==> config.mk <==
export PLATFORM = sky130hd
export DESIGN_NAME = writeback_retire
export DESIGN_NICKNAME = d
export VERILOG_FILES = /design/src/rtl/writeback_retire.sv
export SDC_FILE = /design/constraint.sdc
export NUM_CORES = 1
export LEC_CHECK = 0
export ABC_CLOCK_PERIOD_IN_PS = 2500
export CORE_ASPECT_RATIO = 0.5
export CORE_MARGIN = 2
export CORE_UTILIZATION = 40
export CTS_CLUSTER_SIZE = 25
export DETAILED_ROUTE_END_ITERATION = 10
export GPL_ROUTABILITY_DRIVEN = 0
export GPL_TIMING_DRIVEN = 0
export PLACE_DENSITY = 0.83
export SYNTH_ARGS = -nofsm -noshare
export SYNTH_HDL_FRONTEND = slang
export SYNTH_SLANG_ARGS = --single-unit
==> constraint.sdc <==
create_clock -name clk -period 2.5 [get_ports clk]
set_input_delay 0.25 -clock clk [delete_from_list [all_inputs] [get_ports clk]]
set_output_delay 0.25 -clock clk [all_outputs]
set_load 0.05 [all_outputs]
==> src/rtl/writeback_retire.sv <==
// -----------------------------------------------------------------------------
// writeback_retire
//
// Registered writeback / retire stage that sits after the memory stage.
//   * Selects and sign/zero-extends the load lane for LB/LBU/LH/LHU/LW.
//   * Runs a stalling CSR read handshake. A timeout turns into a trap that
//     redirects the PC to TRAP_VECTOR.
//   * Commits at most one instruction per cycle to the register file.
//   * Keeps an instruction-retired counter.
// Commit outputs are registered: an instruction accepted at a clock edge is
// visible on the writeback_* / retire_* outputs for the cycle that follows.
//
// Handshake: an instruction is accepted in any IDLE cycle where clk_en=1.
// While next_stall=1 (CSR_WAIT), upstream holds its instruction and this
// block ignores clk_en. A CSR read completes on the first CSR_WAIT cycle
// with csr_rd_ack=1; csr_data is sampled in that same cycle.
//
// FSM state is observable on csr_rd_req / next_stall. Both are high exactly
// when the FSM is in CSR_WAIT, and the FSM has only IDLE and CSR_WAIT.
//
// Ports:
//   clk, rst              clock, synchronous active-high reset
//   clk_en                instruction valid from the memory stage
//   memory_*              instruction fields from the memory stage
//   csr_rd_req            CSR read request (high in CSR_WAIT)
//   csr_rd_ack, csr_data  CSR read response
//   writeback_*           register-file write port and committed/redirect PC
//   retire_valid          one instruction retired this cycle
//   retire_count          retired-instruction count (wraps)
//   csr_error             sticky CSR timeout flag
//   next_stall            stall upstream
//   next_flush            flush upstream (on trap)
// -----------------------------------------------------------------------------
module writeback_retire #(
  parameter int          CNT_W        = 64,
  parameter int          CSR_TIMEOUT  = 16,
  parameter logic [31:0] TRAP_VECTOR  = 32'h0000_0004,
  parameter int          OPCODE_WIDTH = 11,
  parameter int          OP_LOAD      = 3,
  parameter int          OP_SYSTEM    = 10
) (
  input  logic                    clk,
  input  logic                    rst,
  input  logic                    clk_en,
  input  logic [2:0]              memory_funct3,
  input  logic [1:0]              memory_addr_lsb,
  input  logic [31:0]             memory_data_load,
  input  logic [OPCODE_WIDTH-1:0] memory_opcode_type,
  input  logic                    memory_rd_wr_en,
  input  logic [4:0]              memory_rd,
  input  logic [31:0]             memory_rd_wr_data,
  input  logic [31:0]             memory_pc,
  output logic                    csr_rd_req,
  input  logic                    csr_rd_ack,
  input  logic [31:0]             csr_data,
  output logic                    writeback_rd_wr_en,
  output logic [4:0]              writeback_rd,
  output logic [31:0]             writeback_rd_wr_data,
  output logic [31:0]             writeback_pc,
  output logic                    writeback_change_pc,
  output logic                    retire_valid,
  output logic [CNT_W-1:0]        retire_count,
  output logic                    csr_error,
  output logic                    next_stall,
  output logic                    next_flush
);

  typedef enum logic [0:0] {
    IDLE     = 1'b0,
    CSR_WAIT = 1'b1
  } state_t;

  // The timer value in the last CSR_WAIT cycle before a trap. The trap fires
  // at the end of the CSR_TIMEOUT-th wait cycle when no ack arrives.
  localparam logic [7:0] TIMEOUT_LAST = 8'(CSR_TIMEOUT - 1);

  state_t      state, state_next;
  logic [7:0]  timer, timer_next;

  // Instruction fields held across the CSR wait
  logic        cap_rd_wr_en;
  logic [4:0]  cap_rd;
  logic [31:0] cap_pc;

  // Combinational decode of the current cycle
  logic        accept;
  logic        is_load;
  logic        is_csr;
  logic        capture;
  logic        commit;
  logic        trap;
  logic        commit_wr_en;
  logic [4:0]  commit_rd;
  logic [31:0] commit_pc;
  logic [31:0] commit_data;
  logic [7:0]  load_byte;
  logic [15:0] load_half;
  logic [31:0] load_ext;

  // Only the LOAD and SYSTEM bits of the one-hot opcode are decoded here
  logic        unused_opcode_bits;
  assign unused_opcode_bits = ^memory_opcode_type;

  assign csr_rd_req = (state == CSR_WAIT);
  assign next_stall = (state == CSR_WAIT);

  // ---------------------------------------------------------------------------
  // Load lane selection and extension
  // ---------------------------------------------------------------------------
  always_comb begin
    load_byte = 8'h00;
    load_half = 16'h0000;
    load_ext  = memory_data_load;

    case (memory_addr_lsb)
      2'd0:    load_byte = memory_data_load[7:0];
      2'd1:    load_byte = memory_data_load[15:8];
      2'd2:    load_byte = memory_data_load[23:16];
      default: load_byte = memory_data_load[31:24];
    endcase

    // Halfword lane uses only addr_lsb[1]; a misaligned bit 0 is ignored
    load_half = memory_addr_lsb[1] ? memory_data_load[31:16]
                                   : memory_data_load[15:0];

    case (memory_funct3)
      3'b000:  load_ext = {{24{load_byte[7]}}, load_byte};
      3'b100:  load_ext = {24'h000000, load_byte};
      3'b001:  load_ext = {{16{load_half[15]}}, load_half};
      3'b101:  load_ext = {16'h0000, load_half};
      default: load_ext = memory_data_load; // LW and undefined widths
    endcase
  end

  // ---------------------------------------------------------------------------
  // Next-state, commit and trap decode
  // ---------------------------------------------------------------------------
  always_comb begin
    state_next   = state;
    timer_next   = timer;
    accept       = 1'b0;
    is_load      = memory_opcode_type[OP_LOAD];
    is_csr       = 1'b0;
    capture      = 1'b0;
    commit       = 1'b0;
    trap         = 1'b0;
    commit_wr_en = memory_rd_wr_en;
    commit_rd    = memory_rd;
    commit_pc    = memory_pc;
    commit_data  = memory_rd_wr_data;

    // LOAD wins over SYSTEM if both bits were ever set
    is_csr = !is_load && memory_opcode_type[OP_SYSTEM] &&
             (memory_funct3 != 3'b000);

    case (state)
      IDLE: begin
        accept = clk_en;
        if (accept) begin
          if (is_csr) begin
            capture    = 1'b1;
            state_next = CSR_WAIT;
            timer_next = 8'd0;
          end else begin
            commit      = 1'b1;
            commit_data = is_load ? load_ext : memory_rd_wr_data;
          end
        end
      end

      CSR_WAIT: begin
        commit_wr_en = cap_rd_wr_en;
        commit_rd    = cap_rd;
        commit_pc    = cap_pc;
        commit_data  = csr_data;
        timer_next   = timer + 8'd1;
        // An ack in the same cycle as the timeout wins over the trap
        if (csr_rd_ack) begin
          commit     = 1'b1;
          state_next = IDLE;
        end else if (timer == TIMEOUT_LAST) begin
          trap       = 1'b1;
          state_next = IDLE;
        end
      end

      default: begin
        state_next = IDLE;
      end
    endcase
  end

  // ---------------------------------------------------------------------------
  // State, captured fields and registered outputs
  // ---------------------------------------------------------------------------
  always_ff @(posedge clk) begin
    if (rst) begin
      state                <= IDLE;
      timer                <= 8'd0;
      cap_rd_wr_en         <= 1'b0;
      cap_rd               <= 5'd0;
      cap_pc               <= 32'd0;
      writeback_rd_wr_en   <= 1'b0;
      writeback_rd         <= 5'd0;
      writeback_rd_wr_data <= 32'd0;
      writeback_pc         <= 32'd0;
      writeback_change_pc  <= 1'b0;
      retire_valid         <= 1'b0;
      retire_count         <= '0;
      csr_error            <= 1'b0;
      next_flush           <= 1'b0;
    end else begin
      state <= state_next;
      timer <= timer_next;

      if (capture) begin
        cap_rd_wr_en <= memory_rd_wr_en;
        cap_rd       <= memory_rd;
        cap_pc       <= memory_pc;
      end

      // Enables are single-cycle pulses; x0 writes are suppressed
      writeback_rd_wr_en  <= commit && commit_wr_en && (commit_rd != 5'd0);
      retire_valid        <= commit;
      writeback_change_pc <= trap;
      next_flush          <= trap;

      // Data path holds its last value when nothing commits
      if (commit) begin
        writeback_rd         <= commit_rd;
        writeback_rd_wr_data <= commit_data;
        writeback_pc         <= commit_pc;
        retire_count         <= retire_count + CNT_W'(1);
      end else if (trap) begin
        writeback_pc <= TRAP_VECTOR;
      end

      if (trap) begin
        csr_error <= 1'b1;
      end
    end
  end

endmodule

# Yosys cells after proc, flatten, opt, wreduce, memory -nomap -nowiden
# Index checks and enable logic that the tools add are counted.
dict set report classes {
  n_addsub 2
  eq_ne 8
  muxes 28
  n_bitwise 1
  n_reduce_logical 11
}
# cell count
set ops {}
lappend ops {{32-bit two-way mux} 6}
lappend ops {{32-bit case mux with 4 select lines} 1}
lappend ops {{64-bit by 1-bit adder with 64-bit output (second input constant)} 1}
lappend ops {{32-bit case mux with 2 select lines} 1}
lappend ops {{8-bit case mux with 3 select lines} 1}
lappend ops {{16-bit two-way mux} 1}
lappend ops {{8-bit two-way mux} 2}
lappend ops {{8-bit case mux with 2 select lines} 1}
lappend ops {{1-bit two-way mux} 12}
lappend ops {{8-bit by 1-bit adder with 8-bit output (second input constant)} 1}
lappend ops {{8-bit by 4-bit equality test with 1-bit output (second input constant)} 1}
lappend ops {{3-bit equality test (second input constant)} 2}
lappend ops {{5-bit two-way mux} 1}
lappend ops {{5-bit nonzero test} 1}
lappend ops {{1-bit logical AND} 4}
lappend ops {{2-bit != test (second input constant)} 2}
lappend ops {{1-bit case mux with 2 select lines} 2}
lappend ops {{3-bit by 1-bit equality test with 1-bit output (second input constant)} 1}
lappend ops {{3-bit logical NOT} 1}
lappend ops {{3-bit nonzero test} 1}
lappend ops {{2-bit by 1-bit equality test with 1-bit output (second input constant)} 1}
lappend ops {{2-bit equality test (second input constant)} 1}
lappend ops {{2-bit logical NOT} 1}
lappend ops {{2-bit AND reduction} 1}
lappend ops {{other kinds (3)} 3}
dict set report totals {
  reg_bits 184
  input_bits 154
  out_inout_bits 140
  word_cells 63
}

# Logic depth before layout (Yosys ltp)
# Gate-level depths: netlist (run 1).
dict set report depth {
  word_depth 8
  depth_mapped 8
}

# Least setup slack after synthesis (run 1)
# OpenSTA, ideal clock, no wires.
dict set report synth_path {
  path_type {reg-to-reg}
  startpoint {register state, in the netlist csr_rd_req}
  endpoint {register retire_count[50]}
  setup_time_ns 0.070
  t_arrival_ns 2.497
  setup_slack_ns -0.067
  stages_incl_launch_ff 8
  period_less_slack_ns 2.567
  cell_sequence {dfxtp_1 buf_2 mux2i_1 a2111oi_4 nand4_1 buf_2 or4_1 a21oi_1}
}
dict set report synth_via {
  elab_chain_cells 2
}
# element line
set synth_rtl {}
lappend synth_rtl {{start: declaration} 77} ;# state_t state, state_next;
lappend synth_rtl {{start signal: assignment} 213} ;# state <= state_next;
lappend synth_rtl {{1-bit NOT} --}
lappend synth_rtl {{1-bit case mux with 2 select lines (*)} 156} ;# case (state)
lappend synth_rtl {{end signal: assignment} 233} ;# retire_count <= retire_count + CNT_W'(1);
lappend synth_rtl {{end: declaration} 62} ;# output logic [CNT_W-1:0] retire_count,
# Every way passes the cells marked *; elsewhere a longest branch is shown, timed or not.
# A chain may end at the register's enable or synchronous reset.

# Worst setup path after layout (run 1)
# Ends and elaborated chain as after synthesis.

==> impl_metrics.py, run 1 <==
metrics = {
    "route": {
        "antenna_left": 0,
        "vias": 10070,
        "drc": 0,
        "wirelength_um": 33130,
        "drt_iter0_markers": 951,
        "wl_per_cell_um": 19.02,
        "first_pass_iters": 6,
        "vias_per_cell": 5.778,
    },
    "floorplan": {
        "start_util_pct": 40.66,
        "core_area_sq_um": 21630,
        "die_w_um": 213.7,
        "die_y_um": 108.9,
        "io_pins": 294,
        "die_area_sq_um": 23260,
        "rows": 38,
    },
    "yosys": {
        "synth-edff-count": 0,
        "yosysSeqAreaShare_pct": 41.88,
        "syn_avg_cell_area_sq_um": 7.847,
        "syn_inst": 1121,
        "ys_ff_latch": 184,
        "synthFlopType": "dfxtp_1",
        "ys.warnings.count": 0,
        "synthesis.nets": 1277,
        "async_flop_share_pct": 0,
        "syn_area_sq_um": 8796,
        "ys_types": 49,
    },
    "worst_hold_path": {
        "hold_path.class": "input pin to flip-flop",
    },
    "timing": {
        "min_period_over_period_pct": 95.34,
        "finalSetupViolations": 0,
        "finalHoldViolCount": 0,
        "rsz0062_at_grt": "no",
        "fin_skew_ns": 0.01045,
        "clock.fmax_ghz": 0.4195,
        "slew_headroom_pct": 29.61,
        "drv_slew": 0,
        "min_period_ns": 2.384,
        "worst_pin_slew_ns": 1.048,
        "setup_ws_ns": 0.1164,
    },
    "setup_path": {
        "crit_path_end_kind": "flip-flop",
        "worst_ep_arrival_time_ns": 2.75,
        "reg2reg_slack_ns": 0.12,
        "start_kind": "flip-flop",
        "cp_max_fo": 10,
        "critical_path_class": "flip-flop to flip-flop",
        "worstPathRequired_ns": 2.87,
    },
    "clock_tree": {
        "clock_latency_ns": 0.44,
        "cts_tree": "done",
        "cts_buffers": 17,
        "clk_pin_slew_ns": 0.07,
        "root_buffer": "clkbuf_16",
        "clockBufferDepth": 2,
        "cts_sinks": 184,
        "cts-htree-levels": 4,
    },
    "finish": {
        "layout-drive-gt1-share_pct": 4.577,
        "nFillCells": 1866,
        "antennaDiodeCount": 0,
        "nets": 1586,
        "regArea_sq_um": 3685,
        "multi_input_area_sq_um": 4783,
        "syn_to_final_growth_pct": 44.11,
    },
    "place": {
        "pre_cts_ws_ns": -0.8433,
        "port_buffers": 284,
        "dp_hpwl_um": 24980,
    },
    "global_routing": {
        "grt_max_degree": 17,
        "grtUsageTotal_pct": 27.89,
        "overflow": 0,
        "antenna_found_initial": 0,
        "grt_pass1_wl_um": 50580,
        "grt_pass1_vias": 9442,
    },
    "pwr": {
        "power.density_nw_per_um2": 560.7,
        "ir_worst_vdd_uv": 401.9,
        "p_leak_nw": 4.308,
        "power_mw": 7.107,
    },
    "status": {
        "status": "completed",
    },
    "run": {
        "drv_cap": 0,
    },
}
==> kinds of logic after synthesis <==
logic type,Yosys count,share of synthesized area (%)
compound gates,335,22.59
buf+inv,98,4.310
fa+ha+maj,2,0.2844
flops,184,41.88
mux,50,6.003
xor+xnor,22,2.191
simple gates,430,22.75
==> sequential cells by signal, indices dropped and copies added (netlist names) <==
signal,cells
writeback_pc,32
csr_rd_req,1
writeback_rd_wr_data,32
cap_rd,5
csr_error,1
writeback_rd_wr_en,1
cap_pc,32
writeback_rd,5
retire_count,64
retire_valid,1
cap_rd_wr_en,1
next_flush,1
timer,8
==> per-layer routing <==
layer | share of wire (%) | up-vias | routed length, um | global-route usage (%)
met5 | 0 | - | 0 | 0
met1 | 42 | 4792 | 13770 | 36.37
met4 | 3.8 | 0 | 1263 | 11.36
met2 | 46 | 532 | 15290 | 45.18
met3 | 8.5 | 96 | 2809 | 6.048
li1 | - | 4645 | - | -
==> what timing repair did <==
action | in CTS | in global routing
hold buffers | 0 | 0
cloned | 0 | 1
resized for setup | 17 | 15
endpoints found under the setup margin | 93 | 74
setup buffers | 4 | 3
pin swaps | 2 | 3
==> metrics by stage <==
step / hold WS [ns] / instance area (sq um) / std cells / utilization, % / setup TNS, ns
floorplan: 0.3860 / 8797 / 1121 / - / 0
global placement: 0.4360 / 12020 / 1705 / 55.54 / -59.13
detailed placement: 0.4480 / 12020 / 1705 / 55.54 / -59.64
CTS: 0.3762 / 12610 / 1739 / 58.28 / 0
global route: 0.3945 / 12680 / 1742 / 58.59 / 0
finish: 0.3911 / 12680 / 1742 / 58.59 / 0
==> area by class of cell <==
| type | instances | share of cell area, % |
|---|---|---|
| multi-input combinational | 839 | 37.74 |
| sequential | 184 | 29.07 |
| timing repair buffer | 292 | 22.88 |
| clock buffer | 22 | 3.662 |
| tap | 300 | 2.961 |
| buffer | 85 | 2.833 |
| clock inverter | 9 | 0.5330 |
| inverter | 11 | 0.3257 |
==> critical path, stage by stage (launching register included) <==
cell and delay [ns]:
dfxtp_2 0.34, buf_4 0.18, mux2i_2 0.19, a2111oi_4 0.39
buf_4 0.18, nand4_1 0.18, buf_6 0.20, or4_1 0.51
a21oi_1 0.14
==> placed cells by master, fill, tap and decap left out, drive strengths merged, types with 3 or more instances in the layout <==
master / instances
nor3: 11
nor2b: 5
nand3: 35
o21ai: 53
a211o: 6
a22o: 9
xnor2: 6
nor3b: 3
a31oi: 8
and3: 10
dfxtp: 184
and4: 3
xor2: 16
clkinvlp: 3
o31ai: 11
clkinv: 3
and2: 4
or3: 40
nor2: 130
nand2: 136
a21oi: 177
clkbuf: 96
a221oi: 9
clkdlybuf4s50: 281
a211oi: 27
o211ai: 24
or4: 14
nand4: 30
buf: 19
nor4: 3
inv: 14
a21o: 4
mux2i: 46
==> cells in the mapped netlist, types with 8 or more instances <==
cell type  count  area share [%]
nor3_1        11            0.63
and3_1        10            0.71
nand3_1       35             2.0
o211ai_1      24             2.0
or3_1         40             2.8
a221oi_1       9            0.90
nor2_1       130             5.5
clkbuf_1      75             3.2
nand4_1       30             2.1
xor2_1        16             1.6
mux2i_1       46             5.2
o31ai_1       11            0.94
inv_1         10            0.43
a211oi_1      27             2.3
a22o_1         9            0.90
dfxtp_1      184              42
o21ai_0       52             3.0
a21oi_1      177              10
a31oi_1        8            0.57
nand2_1      136             5.8
or4_1         14             1.2
==> power by group <==
part | switching [mW] | internal [mW] | total [mW]
combinational | 0.896 | 0.568 | 1.46
sequential | 0.0700 | 3.05 | 3.12
clock | 1.20 | 1.33 | 2.53
==> final timing paths <==
| check | start | endpoint | cells past startpoint |
|---|---|---|---|
| hold reg to reg | cap_pc[0] | cap_pc[0] | 2 |
| setup reg to reg | csr_rd_req | retire_count[50] | 8 |
| hold / removal | memory_pc[18] | cap_pc[18] | 3 |
| setup / recovery | csr_rd_req | retire_count[50] | 8 |
Power figures use the tool's default switching activity.
==> inputs of run 2 (changes only) <==
SLEW_MARGIN = 20   (was not set)
==> run 2 against run 1 <==
Fmax is 0.53% higher. Total power hardly changed. Global-route usage unchanged. Count of clock-buffer cells in the layout did not move. Setup slack better by 0.013 ns. Non-clock buffer count did not move. Core utilization stayed put. Critical path type unchanged. Largest power group unchanged.
==> impl_metrics.py, run 2 (synthesis gave the netlist of run 1 again) <==
metrics = {
    "status": {
        "status": "completed",
    },
    "finish": {
        "final_common_cell": "clkdlybuf4s50_1",
        "antennaDiodeCount": 0,
        "layout-drive-gt1-share_pct": 4.577,
        "fin_area_sq_um": 12680,
        "largest_reg_flops": 64,
        "syn_to_final_growth_pct": 44.11,
        "largest_register": "retire_count",
        "nets": 1586,
        "layout_common_cells": "clkdlybuf4s50_1 (281), dfxtp_1 (183), a21oi_1 (176), nand2_1 (136), nor2_1 (130)",
        "nFillCells": 1866,
    },
    "pwr": {
        "p_leak_nw": 4.308,
        "power.density_nw_per_um2": 561.2,
        "power_mw": 7.113,
        "ir_worst_vdd_uv": 403.9,
    },
    "timing": {
        "setup_ws_ns": 0.1290,
        "worst_pin_slew_ns": 1.034,
        "rsz0062_at_grt": "no",
        "drv_slew": 0,
        "setup_tns_ns": 0,
        "finalSetupViolations": 0,
        "clock.fmax_ghz": 0.4218,
        "fin_skew_ns": 0.009933,
        "min_period_ns": 2.371,
        "finalHoldViolCount": 0,
        "min_period_over_period_pct": 94.84,
        "slew_headroom_pct": 30.54,
    },
    "route": {
        "vias": 10120,
        "drt_iter0_markers": 976,
        "drc": 0,
        "antenna_left": 0,
        "first_pass_iters": 7,
        "vias_per_cell": 5.807,
        "wirelength_um": 33080,
        "wl_per_cell_um": 18.99,
    },
    "worst_hold_path": {
        "hold_path.class": "input pin to flip-flop",
    },
    "setup_path": {
        "worstPathRequired_ns": 2.87,
        "reg2reg_slack_ns": 0.13,
        "crit_path_end_kind": "flip-flop",
        "critical_path_class": "flip-flop to flip-flop",
        "start_kind": "flip-flop",
        "worst_ep_arrival_time_ns": 2.74,
        "cp_max_fo": 10,
    },
    "clock_tree": {
        "cts_buffers": 17,
        "clockBufferDepth": 2,
        "cts_hold_buf": 0,
        "clk_pin_slew_ns": 0.07,
        "clock_latency_ns": 0.44,
        "cts_sinks": 184,
        "root_buffer": "clkbuf_16",
        "cts_tree": "done",
        "cts-htree-levels": 4,
    },
    "place": {
        "port_buffers": 284,
        "dp_hpwl_um": 24980,
        "placed_cell_area_sq_um": 12020,
        "pre_cts_ws_ns": -0.8433,
    },
    "floorplan": {
        "rows": 38,
        "start_util_pct": 40.66,
        "io_pins": 294,
        "core_area_sq_um": 21630,
        "die_y_um": 108.9,
        "die_w_um": 213.7,
        "die_area_sq_um": 23260,
    },
    "global_routing": {
        "overflow": 0,
        "grt_max_degree": 17,
        "grt_pass1_vias": 9442,
        "grt_pass1_wl_um": 50580,
        "grtUsageTotal_pct": 27.89,
        "antenna_found_initial": 0,
    },
    "run": {
        "drv_cap": 0,
    },
}
## run 2: cell counts in the layout (fill, tap and decap cells not counted)
No cell type changed its count.
## run 2: area by class of cell
| cell class | instances | area (sq um) | area share, % |
|---|---|---|---|
| timing repair buffer | 292 | 2900 | 22.88 |
| sequential | 184 | 3685 | 29.07 |
| buffer | 85 | 359.1 | 2.833 |
| inverter | 11 | 41.29 | 0.3257 |
| multi-input combinational | 839 | 4783 | 37.74 |
| tap | 300 | 375.4 | 2.961 |
| clock inverter | 9 | 67.56 | 0.5330 |
| clock buffer | 22 | 464.2 | 3.662 |
## run 2: per-layer routing
| metal | wire (um) | vias to the layer above | part of all wire [%] | GRT usage, % |
|---|---|---|---|---|
| met5 | 0 | - | 0 | 0 |
| met4 | 1174 | 0 | 3.5 | 11.36 |
| met3 | 2886 | 88 | 8.7 | 6.048 |
| met2 | 15360 | 570 | 46 | 45.18 |
| met1 | 13670 | 4820 | 41 | 36.37 |
| li1 | - | 4637 | - | - |
## run 2: power breakdown
group | switching (mW) | internal [mW] | leakage [nW]
clock | 1.20 | 1.33 | 0.254
combinational | 0.895 | 0.568 | 2.55
sequential | 0.0700 | 3.05 | 1.50
total | 2.17 | 4.95 | 4.31
## run 2: worst paths after layout
kind                      start          endpoint  depth (start not counted)
setup reg to reg     csr_rd_req  retire_count[50]                          8
setup / recovery     csr_rd_req  retire_count[50]                          8
hold reg to reg       cap_pc[0]         cap_pc[0]                          2
hold / removal    memory_pc[26]        cap_pc[26]                          3
## run 2: through the flow
step,utilization [%],hold slack [ns],std cells
floorplan,-,0.3860,1121
global placement,55.54,0.4360,1705
detailed placement,55.54,0.4480,1705
CTS,58.28,0.3762,1739
global route,58.59,0.3945,1742
finish,58.59,0.3906,1742
## run 2: timing repair
action,in CTS,in global routing
resized for setup,17,14
setup buffers,4,3
pin swaps,2,3
setup endpoints to repair,93,74
gates cloned,0,1
## run 2: worst max-delay path, cell delays in order (launching register included)
cell and delay, ns:
dfxtp_2 0.34, buf_4 0.18, mux2i_2 0.19, a2111oi_4 0.39, buf_4 0.18, nand4_1 0.18
buf_6 0.20, or4_1 0.50, a21oi_1 0.15
